### src/rtl/vt52_pkg.sv
// Shared constants for the VT52-style terminal: command opcodes, text geometry
// and the video-RAM writer state encoding.
package vt52_pkg;

    localparam logic [1:0] CMD_PUT    = 2'd0;
    localparam logic [1:0] CMD_SETPOS = 2'd1;
    localparam logic [1:0] CMD_CLEAR  = 2'd2;
    localparam logic [1:0] CMD_SCROLL = 2'd3;

    localparam int TEXT_START = 160;
    localparam int ROW_BYTES  = 80;
    localparam int ROWS_SHORT = 24;
    localparam int ROWS_LONG  = 38;

    typedef enum logic [2:0] {
        ST_IDLE,
        ST_PUT,
        ST_CLR,
        ST_SC_RD,
        ST_SC_WR,
        ST_SC_BLK
    } state_e;

endpackage

### src/rtl/vram_master_wb_single_access.sv
// One Wishbone access with a held strobe: cyc/stb rise after start_i and fall
// on the edge that samples ack; done_o pulses one cycle later with the read data.
module wb_single_access (
    input  logic        clk,
    input  logic        srst,
    input  logic        start_i,
    input  logic        we_i,
    input  logic [15:0] adr_i,
    input  logic [15:0] dat_i,
    input  logic [1:0]  sel_i,
    output logic        done_o,
    output logic [15:0] rdata_o,
    output logic [15:0] wb_adr_o,
    output logic [15:0] wb_dat_o,
    output logic        wb_cyc_o,
    output logic        wb_stb_o,
    output logic        wb_we_o,
    output logic [1:0]  wb_sel_o,
    input  logic [15:0] wb_dat_i,
    input  logic        wb_ack_i
);

    logic        cyc_q;
    logic        we_q;
    logic        done_q;
    logic [15:0] adr_q;
    logic [15:0] dat_q;
    logic [15:0] rdata_q;
    logic [1:0]  sel_q;

    // An ack seen while idle is ignored; start_i is only honoured while idle.
    always_ff @(posedge clk) begin
        if (srst) begin
            cyc_q   <= 1'b0;
            we_q    <= 1'b0;
            done_q  <= 1'b0;
            adr_q   <= '0;
            dat_q   <= '0;
            rdata_q <= '0;
            sel_q   <= '0;
        end else begin
            done_q <= 1'b0;
            if (cyc_q) begin
                if (wb_ack_i) begin
                    cyc_q   <= 1'b0;
                    done_q  <= 1'b1;
                    rdata_q <= wb_dat_i;
                end
            end else if (start_i) begin
                cyc_q <= 1'b1;
                we_q  <= we_i;
                adr_q <= adr_i;
                dat_q <= dat_i;
                sel_q <= sel_i;
            end
        end
    end

    assign done_o   = done_q;
    assign rdata_o  = rdata_q;
    assign wb_adr_o = adr_q;
    assign wb_dat_o = dat_q;
    assign wb_cyc_o = cyc_q;
    assign wb_stb_o = cyc_q;
    assign wb_we_o  = we_q;
    assign wb_sel_o = sel_q;

endmodule

### src/rtl/vram_master.sv
// Wishbone initiator that writes terminal text into video RAM: character put,
// cursor set, clear screen and scroll-up, with auto-scroll past the last cell.
module vram_master
    import vt52_pkg::*;
#(
    parameter logic [15:0] VRAM_BASE = 16'h0000,
    parameter logic [7:0]  BLANK     = 8'h20
) (
    input  logic        wb_clk_i,
    input  logic        wb_rst_i,
    input  logic        cmd_valid,
    output logic        cmd_ready,
    input  logic [1:0]  cmd_op,
    input  logic [7:0]  cmd_char,
    input  logic [5:0]  cmd_row,
    input  logic [6:0]  cmd_col,
    input  logic        lmode,
    output logic [12:0] cursor_o,
    output logic        busy,
    output logic [15:0] wb_adr_o,
    output logic [15:0] wb_dat_o,
    input  logic [15:0] wb_dat_i,
    output logic        wb_cyc_o,
    output logic        wb_stb_o,
    output logic        wb_we_o,
    output logic [1:0]  wb_sel_o,
    input  logic        wb_ack_i
);

    state_e      state_q;
    logic [12:0] cursor_q;
    logic [12:0] waddr_q;
    logic [12:0] text_end_q;
    logic [12:0] last_row_q;
    logic [7:0]  char_q;
    logic        start_q;

    logic [5:0]  nrows_d;
    logic [12:0] text_end_d;
    logic [12:0] pos_d;
    logic        pos_ok_d;
    logic [12:0] waddr_next;

    logic        acc_done;
    logic [15:0] acc_rdata;
    logic [12:0] acc_off;
    logic        acc_we;
    logic [15:0] acc_dat;
    logic [1:0]  acc_sel;

    assign nrows_d    = lmode ? 6'(ROWS_LONG) : 6'(ROWS_SHORT);
    assign text_end_d = lmode ? 13'(TEXT_START + ROWS_LONG * ROW_BYTES)
                              : 13'(TEXT_START + ROWS_SHORT * ROW_BYTES);
    // row*80 as row*64 + row*16
    assign pos_d      = 13'(TEXT_START) + {1'b0, cmd_row, 6'b0} + {3'b0, cmd_row, 4'b0}
                      + {6'b0, cmd_col};
    assign pos_ok_d   = (cmd_row < nrows_d) && (cmd_col < 7'(ROW_BYTES));
    assign waddr_next = waddr_q + 13'd2;

    // Access parameters follow the state that issues them; the bus stage latches them on start.
    always_comb begin
        acc_off = waddr_q;
        acc_we  = 1'b1;
        acc_dat = {BLANK, BLANK};
        acc_sel = 2'b11;
        case (state_q)
            ST_PUT: begin
                acc_off = {cursor_q[12:1], 1'b0};
                acc_dat = {char_q, char_q};
                acc_sel = cursor_q[0] ? 2'b10 : 2'b01;
            end
            ST_SC_RD: begin
                acc_off = waddr_q + 13'(ROW_BYTES);
                acc_we  = 1'b0;
            end
            ST_SC_WR: acc_dat = acc_rdata;
            default: ;
        endcase
    end

    always_ff @(posedge wb_clk_i) begin
        if (wb_rst_i) begin
            state_q    <= ST_IDLE;
            cursor_q   <= 13'(TEXT_START);
            waddr_q    <= '0;
            text_end_q <= '0;
            last_row_q <= '0;
            char_q     <= '0;
            start_q    <= 1'b0;
        end else begin
            start_q <= 1'b0;
            case (state_q)
                ST_IDLE: if (cmd_valid) begin
                    text_end_q <= text_end_d;
                    last_row_q <= text_end_d - 13'(ROW_BYTES);
                    waddr_q    <= 13'(TEXT_START);
                    case (cmd_op)
                        CMD_PUT: begin
                            char_q  <= cmd_char;
                            start_q <= 1'b1;
                            state_q <= ST_PUT;
                        end
                        CMD_SETPOS: if (pos_ok_d) cursor_q <= pos_d;
                        CMD_CLEAR: begin
                            start_q <= 1'b1;
                            state_q <= ST_CLR;
                        end
                        CMD_SCROLL: begin
                            start_q <= 1'b1;
                            state_q <= ST_SC_RD;
                        end
                        default: ;
                    endcase
                end
                ST_PUT: if (acc_done) begin
                    if (cursor_q + 13'd1 == text_end_q) begin
                        cursor_q <= last_row_q;
                        waddr_q  <= 13'(TEXT_START);
                        start_q  <= 1'b1;
                        state_q  <= ST_SC_RD;
                    end else begin
                        cursor_q <= cursor_q + 13'd1;
                        state_q  <= ST_IDLE;
                    end
                end
                ST_CLR: if (acc_done) begin
                    if (waddr_next == text_end_q) begin
                        cursor_q <= 13'(TEXT_START);
                        state_q  <= ST_IDLE;
                    end else begin
                        waddr_q <= waddr_next;
                        start_q <= 1'b1;
                    end
                end
                ST_SC_RD: if (acc_done) begin
                    start_q <= 1'b1;
                    state_q <= ST_SC_WR;
                end
                ST_SC_WR: if (acc_done) begin
                    waddr_q <= waddr_next;
                    start_q <= 1'b1;
                    state_q <= (waddr_next == last_row_q) ? ST_SC_BLK : ST_SC_RD;
                end
                ST_SC_BLK: if (acc_done) begin
                    if (waddr_next == text_end_q) begin
                        state_q <= ST_IDLE;
                    end else begin
                        waddr_q <= waddr_next;
                        start_q <= 1'b1;
                    end
                end
                default: state_q <= ST_IDLE;
            endcase
        end
    end

    wb_single_access u_access (
        .clk      (wb_clk_i),
        .srst     (wb_rst_i),
        .start_i  (start_q),
        .we_i     (acc_we),
        .adr_i    (VRAM_BASE + 16'(acc_off)),
        .dat_i    (acc_dat),
        .sel_i    (acc_sel),
        .done_o   (acc_done),
        .rdata_o  (acc_rdata),
        .wb_adr_o (wb_adr_o),
        .wb_dat_o (wb_dat_o),
        .wb_cyc_o (wb_cyc_o),
        .wb_stb_o (wb_stb_o),
        .wb_we_o  (wb_we_o),
        .wb_sel_o (wb_sel_o),
        .wb_dat_i (wb_dat_i),
        .wb_ack_i (wb_ack_i)
    );

    assign cmd_ready = (state_q == ST_IDLE);
    assign busy      = ~cmd_ready;
    assign cursor_o  = cursor_q;

endmodule

### config.mk
export PLATFORM = sky130hd
export DESIGN_NAME = vram_master
export DESIGN_NICKNAME = d
export VERILOG_FILES = /design/src/rtl/vt52_pkg.sv /design/src/rtl/vram_master_wb_single_access.sv /design/src/rtl/vram_master.sv
export SDC_FILE = /design/constraint.sdc
export NUM_CORES = 1
export LEC_CHECK = 0
export CORE_ASPECT_RATIO = 0.6
export CORE_MARGIN = 2
export CORE_UTILIZATION = 43
export CTS_CLUSTER_DIAMETER = 100
export CTS_CLUSTER_SIZE = 30
export DETAILED_ROUTE_END_ITERATION = 10
export PLACE_DENSITY = 0.68
export SETUP_SLACK_MARGIN = 0.2
export SLEW_MARGIN = 20
export SYNTH_ARGS = -nofsm -noshare
export SYNTH_HDL_FRONTEND = slang
export SYNTH_SLANG_ARGS = --single-unit
### constraint.sdc
create_clock -name wb_clk_i -period 6.3 [get_ports wb_clk_i]
set_input_delay 1.89 -clock wb_clk_i [delete_from_list [all_inputs] [get_ports wb_clk_i]]
set_output_delay 1.89 -clock wb_clk_i [all_outputs]
set_load 0.02 [all_outputs]
Word-level counts from Yosys, hierarchy flattened
Index checks and enable logic that the tools add are counted.
{"block": "op_classes", "muxes": 44, "n_eq_ne": 24, "reduce_logical": 16, "magnitude_cmp": 2, "add_sub_neg": 7, "bitwise": 2}
{"operator": "13-bit two-way mux", "n": 13}
{"operator": "13-bit case mux with 4 select lines", "n": 1}
{"operator": "13-bit == test", "n": 3}
{"operator": "13-bit case mux with 3 select lines", "n": 1}
{"operator": "16-bit case mux with 2 select lines", "n": 1}
{"operator": "13-bit case mux with 2 select lines", "n": 1}
{"operator": "3-bit two-way mux", "n": 7}
{"operator": "7-bit AND reduction", "n": 3}
{"operator": "2-bit by 1-bit inequality test with 1-bit output (second input constant)", "n": 8}
{"operator": "3-bit case mux with 5 select lines", "n": 1}
{"operator": "13-bit by 1-bit adder with 13-bit output (second input constant)", "n": 1}
{"operator": "13-bit by 10-bit adder with 13-bit output", "n": 1}
{"operator": "13-bit by 2-bit adder with 13-bit output (second input constant)", "n": 1}
{"operator": "13-bit by 7-bit adder with 13-bit output", "n": 1}
{"operator": "13-bit by 7-bit adder with 13-bit output (second input constant)", "n": 1}
{"operator": "8-bit by 12-bit adder with 13-bit output (first input constant)", "n": 1}
{"operator": "12-bit by 7-bit subtractor with 13-bit output (second input constant)", "n": 1}
{"operator": "1-bit two-way mux", "n": 12}
{"operator": "11-bit two-way mux", "n": 1}
{"operator": "3-bit case mux with 3 select lines", "n": 1}
{"operator": "2-bit inequality test (second input constant)", "n": 4}
{"operator": "7-bit < comparator (second input constant)", "n": 1}
{"operator": "3-bit by 2-bit == test with 1-bit output (second input constant)", "n": 2}
{"operator": "3-bit == test (second input constant)", "n": 2}
{"operator": "18 further kinds", "n": 26}
{"block": "totals", "register_bits": 114, "out_inout_bits": 52, "inputBits": 44, "word_cells": 109}

Logic depth before layout (Yosys ltp)
Gate-level depths: netlist of the first run.
{"block": "depth", "ltp_word": 7, "ltp_mapped": 14, "mapped_depth_nobuf": 14}

Hierarchy
A second synthesis of the first run with hierarchy kept.
{"block": "hier_totals", "cells_unflattened": 738, "hier_area_um2": 6246.0}
{"mod": "vram_master", "seq_area_each_um2": 800.8, "cells_per_inst": 500, "area_each_um2": 3732.3, "instances": 1}
{"mod": "wb_single_access", "seq_area_each_um2": 1061.0, "cells_per_inst": 238, "area_each_um2": 2513.7, "instances": 1}

Least setup slack after synthesis of the first run
OpenSTA, ideal clock, no wires.
{"block": "synth_timing", "kind": "input to register", "start": "in lmode", "end": "reg cursor_q[9], in the netlist cursor_o[9]", "required_time_ns": 6.209, "setup_slack_ns": 2.430, "cell_stages": 10, "setup_time_ns": 0.091, "arrival_ns": 3.779, "n_path_buf": 1, "path_cell_list": "inv_1 > ha_1 > a21o_1 > a21o_1 > a21o_1 > a2111oi_0 > a221o_1 > buf_2 > nor2_1 > a311oi_1"}
{"block": "synth_between", "elab_chain_cells": 5}
{"item": "start: declaration", "line": "vram_master.sv:17", "rtl": "input logic lmode,"}
{"item": "6-bit two-way mux", "line": "vram_master.sv:51", "rtl": "assign nrows_d = lmode ? 6'(ROWS_LONG) : 6'(ROWS_SHORT);"}
{"item": "6-bit < comparator", "line": "vram_master.sv:57", "rtl": "assign pos_ok_d = (cmd_row < nrows_d) && (cmd_col < 7'(ROW_BYTES));"}
{"item": "1-bit logical AND", "line": "vram_master.sv:57"}
{"item": "2-bit by 1-bit inequality test with 1-bit output (no line)"}
{"item": "7-bit AND reduction (no line)"}
{"item": "end signal: assignment", "line": "vram_master.sv:84", "rtl": "cursor_q <= 13'(TEXT_START);"}
{"item": "end signal: assignment", "line": "vram_master.sv:103", "rtl": "CMD_SETPOS: if (pos_ok_d) cursor_q <= pos_d;"}
{"item": "end signal: assignment", "line": "vram_master.sv:117", "rtl": "cursor_q <= last_row_q;"}
{"item": "end: declaration", "line": "vram_master.sv:31", "rtl": "logic [12:0] cursor_q;"}
No other way between the ends.
A chain may end at the register's enable or synchronous reset.

Worst setup path after layout of the first run
{"block": "layout_timing", "start": "in lmode", "end": "reg cursor_q[9], in the netlist cursor_o[9]"}
{"block": "layout_between", "elab_chain_cells": 5}
{"item": "6-bit two-way mux", "line": "vram_master.sv:51"}
{"item": "net nrows_d[3]", "line": "vram_master.sv:38", "rtl": "logic [5:0] nrows_d;"}
{"item": "6-bit < comparator", "line": "vram_master.sv:57"}
{"item": "1-bit logical AND", "line": "vram_master.sv:57"}
{"item": "2-bit by 1-bit inequality test with 1-bit output (no line)"}
{"item": "7-bit AND reduction (no line)"}
The timed path passes the listed nets, and every way through them passes these cells.

==> results of run 1 <==
==> cells in the mapped netlist (5+ instances only) <==
cell type                   n
sky130_fd_sc_hd__dfxtp_1   89
sky130_fd_sc_hd__a21oi_1   70
sky130_fd_sc_hd__nand2_1   55
sky130_fd_sc_hd__nor2_1    54
sky130_fd_sc_hd__o21ai_0   45
sky130_fd_sc_hd__clkbuf_1  40
sky130_fd_sc_hd__nor3_1    23
sky130_fd_sc_hd__inv_1     22
sky130_fd_sc_hd__ha_1      18
sky130_fd_sc_hd__xnor2_1   17
sky130_fd_sc_hd__a22o_1    16
sky130_fd_sc_hd__a21o_1    15
sky130_fd_sc_hd__mux2i_1   14
sky130_fd_sc_hd__nand3_1   13
sky130_fd_sc_hd__o22ai_1   11
sky130_fd_sc_hd__nand2b_1  10
sky130_fd_sc_hd__xor2_1     9
sky130_fd_sc_hd__nor2b_1    8
sky130_fd_sc_hd__nand4_1    7
sky130_fd_sc_hd__a211oi_1   6
sky130_fd_sc_hd__a311oi_1   6
sky130_fd_sc_hd__buf_1      6
sky130_fd_sc_hd__a31oi_1    5
sky130_fd_sc_hd__buf_2      5
sky130_fd_sc_hd__buf_4      5
sky130_fd_sc_hd__o221ai_1   5
==> cell type report <==
class                   count  area, um2
clock inverters             7       68.8
well taps                 165        206
fillers                  1139       5500
clock buffers               9        225
flip-flops and latches     89       1780
inverters                  23       86.3
repair buffers             98        958
multi-input cells         490       3120
==> registers in the layout, summed over array words and instances, names as in the netlist <==
signal	count
u_access.wb_we_o	1
u_access.wb_cyc_o	1
u_access.done_o	1
cursor_o	13
u_access.wb_dat_o	16
last_row_q	3
waddr_q	12
state_q	3
u_access.wb_adr_o	12
u_access.wb_sel_o	2
u_access.rdata_o	16
char_q	8
start_q	1
==> per-layer routing <==
layer | up-vias | part of all wire, % | routed length [um]
li1 | 2478 | - | -
met4 | 0 | 1.0 | 171
met2 | 250 | 40 | 6710
met5 | - | 0 | 0
met1 | 2484 | 48 | 8010
met3 | 19 | 10 | 1700
==> path summary, 6_finish.rpt <==
| check | cells past startpoint | end |
|---|---|---|
| setup / recovery | 10 | cursor_o[9] |
| hold / removal | 2 | u_access.wb_dat_o[8] |
| setup reg to reg | 9 | cursor_o[9] |
| hold reg to reg | 2 | u_access.wb_dat_o[8] |
==> worst register-to-register path, cell delays in order (launching register included) <==
cell	delay (ns)
sky130_fd_sc_hd__dfxtp_1	0.66
sky130_fd_sc_hd__ha_1	0.48
sky130_fd_sc_hd__nand4_1	0.31
sky130_fd_sc_hd__nor2_1	0.25
sky130_fd_sc_hd__a31o_2	0.20
sky130_fd_sc_hd__or3b_4	0.41
sky130_fd_sc_hd__nor3_4	0.35
sky130_fd_sc_hd__a221o_1	0.73
sky130_fd_sc_hd__nor2_1	0.09
sky130_fd_sc_hd__a311oi_1	0.27
==> logic make-up after synthesis <==
logic type | Yosys count | synth area share [%]
AO/OA/AOI/OAI | 223 | 27.8
AND/OR/NAND/NOR | 200 | 18.6
flip-flops | 89 | 34.1
buffers and inverters | 80 | 6.38
XOR/XNOR | 27 | 4.80
adder cells (fa/ha/maj) | 20 | 5.08
multiplexers | 16 | 3.12
other | 1 | 0.0719
==> power by group through the flow <==
stage	Combinational, mW	Clock [mW]	Sequential (mW)
6_report	0.342	0.537	0.629
4_1_cts	0.338	0.544	0.627
5_1_grt	0.374	0.568	0.632
3_5_place_dp	0.336	0	0.640
3_3_place_gp	0.330	0	0.639
2_1_floorplan	0.208	0	0.642
==> results_dict.tcl, run 1 <==
set metrics [dict create \
    run_status "finished, final reports clean" \
    worst_slew_margin_rel_pct 34.3 \
    hold_viol 0 \
    seq_power_share_pct 41.7 \
    detailed_place_hpwl_um 12000 \
    power_frac_comb_pct 22.7 \
    residual_drc 0 \
    fin_nets 775 \
    cts_inserted_buffers 9 \
    synth-seq-cells 89 \
    via_per_inst 5.94 \
    fp-row-count 31 \
    dr.pass1.iters 8 \
    layout.cell_area.non_filler_mm2 0.00644 \
    synth_async_sr_flop_share_pct 0 \
    post_synth_inst_count 656 \
    die_height_um 89.3 \
    clk_pin_slew_worst_paths_ns 0.07 \
    finalCriticalPeriod_ns 4.70 \
    core_mm2 0.0119 \
    totalWireLength_um 16600 \
    yosysTopAreaCellShare_pct 34.1 \
    post-route-period-util_pct 74.5 \
    critPathArrivalTime_ns 4.95 \
    power_density_mw_per_mm2 234 \
    worstSetupStartpoint "lmode" \
    maxCapViolations 0 \
    numPortBuffers 91 \
    r2r_setup_slack_ns 2.46 \
    h-tree-depth 3 \
    critPathBufInv 2 \
    r2r_start "waddr_q[4]" \
    post_synth_main_area_contributors "sky130_fd_sc_hd__dfxtp_1, sky130_fd_sc_hd__a21oi_1, sky130_fd_sc_hd__ha_1, sky130_fd_sc_hd__o21ai_0, sky130_fd_sc_hd__nand2_1" \
    placement.cell_area_mm2 0.00615 \
    area_delta_synth_final_pct 23.5 \
    ordered_cell_list_for_the_critical_path "clkdlybuf4s50_1 > inv_1 > ha_1 > a21o_1 > a21o_1 > a21o_1 > a2111oi_0 > a221o_1 > nor2_1 > a311oi_1" \
    most-common-layout-cells "sky130_fd_sc_hd__clkdlybuf4s50_1, sky130_fd_sc_hd__dfxtp_1, sky130_fd_sc_hd__a21oi_1, sky130_fd_sc_hd__nand2_1, sky130_fd_sc_hd__nor2_1" \
    crit_path_start_kind "input port" \
    num_antenna_cells 0 \
    static-leakage-power_nw 2.43 \
    fin_util_pct 53.9 \
    whs_ns 0.456 \
    critPathMaxFanout 22 \
    max_freq_ghz 0.213 \
    synth_ff_type "sky130_fd_sc_hd__dfxtp_1" \
    pin_count_of_the_biggest_net_entering_global_routing 51 \
    worst_setup_path_end_kind "flip-flop" \
    place.gp.congestion 0.958 \
    synthDistinctLibCells 70 \
    cts_hold_buffers 0 \
    worst_path_largest_cell_delay_ns 0.72 \
    io_pins 96 \
    tritoncts "built" \
    detailroute.via_count 5231 \
    antenna_found_initial 0 \
    switchingPower_mw 0.486 \
    wire_length_of_the_first_global_routing_pass_um 26000 \
    critical_path.most_common_cell "sky130_fd_sc_hd__a21o_1" \
    switching_share_pct 32.2 \
    power.clock.fraction_pct 35.6 \
    crit_path_top_delay_cell "sky130_fd_sc_hd__a221o_1" \
    worst_ep_required_time_ns 6.56 \
    timing.hold.worst.start "u_access.rdata_o[8]" \
    path_category_of_the_worst_min_delay_check "reg -> reg" \
    maxSlewViolCount 0 \
    post-synth-top-area-cell "sky130_fd_sc_hd__dfxtp_1" \
    drt-initial-drc-count 554 \
    synth-warning-count 0 \
    totalNegativeSetupSlack_ns 0 \
    antenna_violating_nets_post_route 0 \
    global_route.usage.met3_pct 6.12 \
    synth-seq-area-share_pct 34.1 \
    grt_usage_pct 25.4 \
    cts-root-buf "sky130_fd_sc_hd__clkbuf_16" \
    chipWidth_um 146 \
    final_cells 881 \
    number_of_instances_in_the_placed_design 865 \
    avgRoutedWirePerCell_um 18.8 \
    setup.worst_path.class "in -> reg" \
    finalWorstSetupSlack_ns 1.60 \
    met2_track_utilization_from_global_routing_pct 36.2 \
    setup_repair_after_global_routing_missed_its_margin "no" \
    first_global_vias 4814 \
    worstSkewPairLatency_ns 0.35 \
    synthesis.area_per_instance_um2 7.96 \
    finalSetupViolations 0 \
    syn_area_mm2 0.00522 \
    most_congested_layer_reported_by_global_routing "met1" \
    final_common_cell "sky130_fd_sc_hd__clkdlybuf4s50_1" \
    timing_worst_slew_pin_value_ns 0.983 \
    die_area_mm2 0.0131 \
    intPower_mw 1.02 \
    total_power_mw 1.51 \
    fin_worst_skew_ns 0.00842 \
    number_of_synthesized_flops_with_an_enable_pin 0 \
    post-cts-setup-buffer-count 0 \
    floorplan.initialDensity_pct 43.7 \
    gr-usage-met1_pct 38.3 \
    layout_cell_share_with_drive_strength_beyond_1_pct 5.03 \
    cts-resized-gates 0 \
    global_route_total_overflow 0 \
    ir_drop_mv 0.147 \
    cpLargestDelayFamily "compound AO/OA/AOI/OAI gates" \
    cts.sink_count 89 \
    clock_tree.buffer_depth 2 \
    preCtsSetupSlack_ns 1.29 \
]
(Power assumes the default switching activity.)
==> inputs of run 2 (changes only) <==
==> constraint.sdc (replaced) <==
create_clock -name wb_clk_i -period 4.4 [get_ports wb_clk_i]
set_input_delay 1.32 -clock wb_clk_i [delete_from_list [all_inputs] [get_ports wb_clk_i]]
set_output_delay 1.32 -clock wb_clk_i [all_outputs]
set_load 0.02 [all_outputs]
==> results_dict.tcl, run 2 (synthesis gave the netlist of run 1 again) <==
set metrics [dict create \
    r2r_setup_slack_ns 1.03 \
    whs_ns 0.459 \
    clock_tree.buffer_depth 2 \
    first_global_vias 4628 \
    final_common_cell "sky130_fd_sc_hd__clkdlybuf4s50_1" \
    antenna_violating_nets_post_route 0 \
    finalSetupViolations 0 \
    layout_cell_share_with_drive_strength_beyond_1_pct 5.56 \
    path_category_of_the_worst_min_delay_check "reg -> reg" \
    power_density_mw_per_mm2 335 \
    setup.worst_path.class "in -> reg" \
    critPathMaxFanout 22 \
    finalCriticalPeriod_ns 3.86 \
    timing_worst_slew_pin_value_ns 0.940 \
    number_of_cell_instances_on_the_worst_register_to_register_path 9 \
    num_antenna_cells 0 \
    via_per_inst 5.95 \
    io_pins 96 \
    cp-endpoint "cursor_o[6]" \
    cts-resized-gates 0 \
    chipWidth_um 146 \
    antenna_found_initial 0 \
    detailroute.via_count 5265 \
    setup_repair_after_global_routing_missed_its_margin "no" \
    worstSkewPairLatency_ns 0.35 \
    preCtsSetupSlack_ns 0.224 \
    worst_ep_required_time_ns 4.66 \
    critPathArrivalTime_ns 4.12 \
    floorplan.initialDensity_pct 43.7 \
    static-leakage-power_nw 2.47 \
    crit_path_start_kind "input port" \
    r2r_end "state_q[0]" \
    cts_inserted_buffers 9 \
    core_mm2 0.0119 \
    number_of_instances_in_the_placed_design 869 \
    most-common-layout-cells "sky130_fd_sc_hd__clkdlybuf4s50_1, sky130_fd_sc_hd__dfxtp_1, sky130_fd_sc_hd__a21oi_1, sky130_fd_sc_hd__nand2_1, sky130_fd_sc_hd__nor2_1" \
    hold_viol 0 \
    fin_worst_skew_ns 0.0147 \
    run_status "finished, final reports clean" \
    dr.pass1.iters 5 \
    die_area_mm2 0.0131 \
    r2r_start "waddr_q[1]" \
    cts-root-buf "sky130_fd_sc_hd__clkbuf_16" \
    maxSlewViolCount 0 \
    cts_hold_buffers 0 \
    worstSetupStartpoint "lmode" \
    cts.sink_count 89 \
    post-route-period-util_pct 87.6 \
    fin_nets 779 \
    detailed_place_hpwl_um 12000 \
    residual_drc 0 \
    area_delta_synth_final_pct 24.4 \
    numPortBuffers 91 \
    totalWireLength_um 16500 \
    worst_setup_path_end_kind "flip-flop" \
    totalNegativeSetupSlack_ns 0 \
    total_power_mw 2.17 \
    die_height_um 89.3 \
    ir_drop_mv 0.212 \
    finalWorstSetupSlack_ns 0.544 \
    place.gp.congestion 0.937 \
    final_cells 885 \
    worst_slew_margin_rel_pct 37.3 \
    n_fill_cell 1109 \
    clk_pin_slew_worst_paths_ns 0.07 \
    timing.hold.worst.start "u_access.wb_adr_o[5]" \
    max_freq_ghz 0.259 \
    tritoncts "built" \
    fp-row-count 31 \
    maxCapViolations 0 \
    h-tree-depth 3 \
    grt_usage_pct 25.2 \
    pin_count_of_the_biggest_net_entering_global_routing 51 \
    wire_length_of_the_first_global_routing_pass_um 25500 \
    avgRoutedWirePerCell_um 18.7 \
    post-cts-setup-buffer-count 0 \
    global_route_total_overflow 0 \
    drt-initial-drc-count 458 \
]
-- run 2: changes by cell type in the layout (fill, tap and decap cells not counted) --
cell,previous run,this run
sky130_fd_sc_hd__buf_4,7,11
sky130_fd_sc_hd__inv_6,0,3
sky130_fd_sc_hd__inv_8,4,1
sky130_fd_sc_hd__clkinv_8,0,2
sky130_fd_sc_hd__clkinvlp_4,2,0
sky130_fd_sc_hd__nor2b_2,1,0
sky130_fd_sc_hd__nor2b_4,0,1
-- run 2: worst max-delay path, stage by stage --
cell	delay, ns
sky130_fd_sc_hd__clkdlybuf4s50_1	0.58
sky130_fd_sc_hd__inv_1	0.10
sky130_fd_sc_hd__ha_1	0.28
sky130_fd_sc_hd__a21o_1	0.15
sky130_fd_sc_hd__a21o_1	0.16
sky130_fd_sc_hd__a21o_1	0.16
sky130_fd_sc_hd__a2111oi_0	0.61
sky130_fd_sc_hd__a221o_1	0.20
sky130_fd_sc_hd__buf_4	0.24
sky130_fd_sc_hd__nor2_1	0.08
sky130_fd_sc_hd__a311oi_1	0.24
-- run 2: area by class of cell --
cell class,instances,area (um2),area share [%]
flip-flops and latches,89,1780,27.5
clock inverters,7,78.8,1.21
clock buffers,9,225,3.47
repair buffers,102,988,15.2
multi-input cells,490,3120,48.1
inverters,23,86.3,1.33
well taps,165,206,3.18
-- run 2: where the power goes --
part           switching [mW]  internal (mW)  total (mW)
clock                   0.370          0.404       0.774
sequential             0.0500          0.847       0.897
combinational           0.279          0.222       0.502
-- run 2: worst min path at each step --
stage | endpoint | slack, ns | depth (start not counted)
CTS | u_access.wb_adr_o[8] | 0.46 | 2
finish | u_access.wb_adr_o[5] | 0.46 | 2
floorplan | u_access.wb_dat_o[10] | 0.43 | 2
global route | u_access.wb_adr_o[5] | 0.48 | 2
detailed placement | u_access.wb_adr_o[8] | 0.45 | 2
global placement | u_access.wb_dat_o[10] | 0.44 | 2
-- run 2: metrics by stage --
step	cell area (um2)	util, %
after CTS	6490	54.3
after global routing	6490	54.3
after detailed placement	6190	51.8
after global placement	6180	51.7
after floorplan	5230	-
final	6490	54.3
-- run 2: layer usage --
| layer | global-route usage, % | share of wire, % |
|---|---|---|
| met5 | 0 | 0 |
| met4 | 4.85 | 0.99 |
| met3 | 5.56 | 8.8 |
| met2 | 36.0 | 40 |
| met1 | 38.5 | 50 |
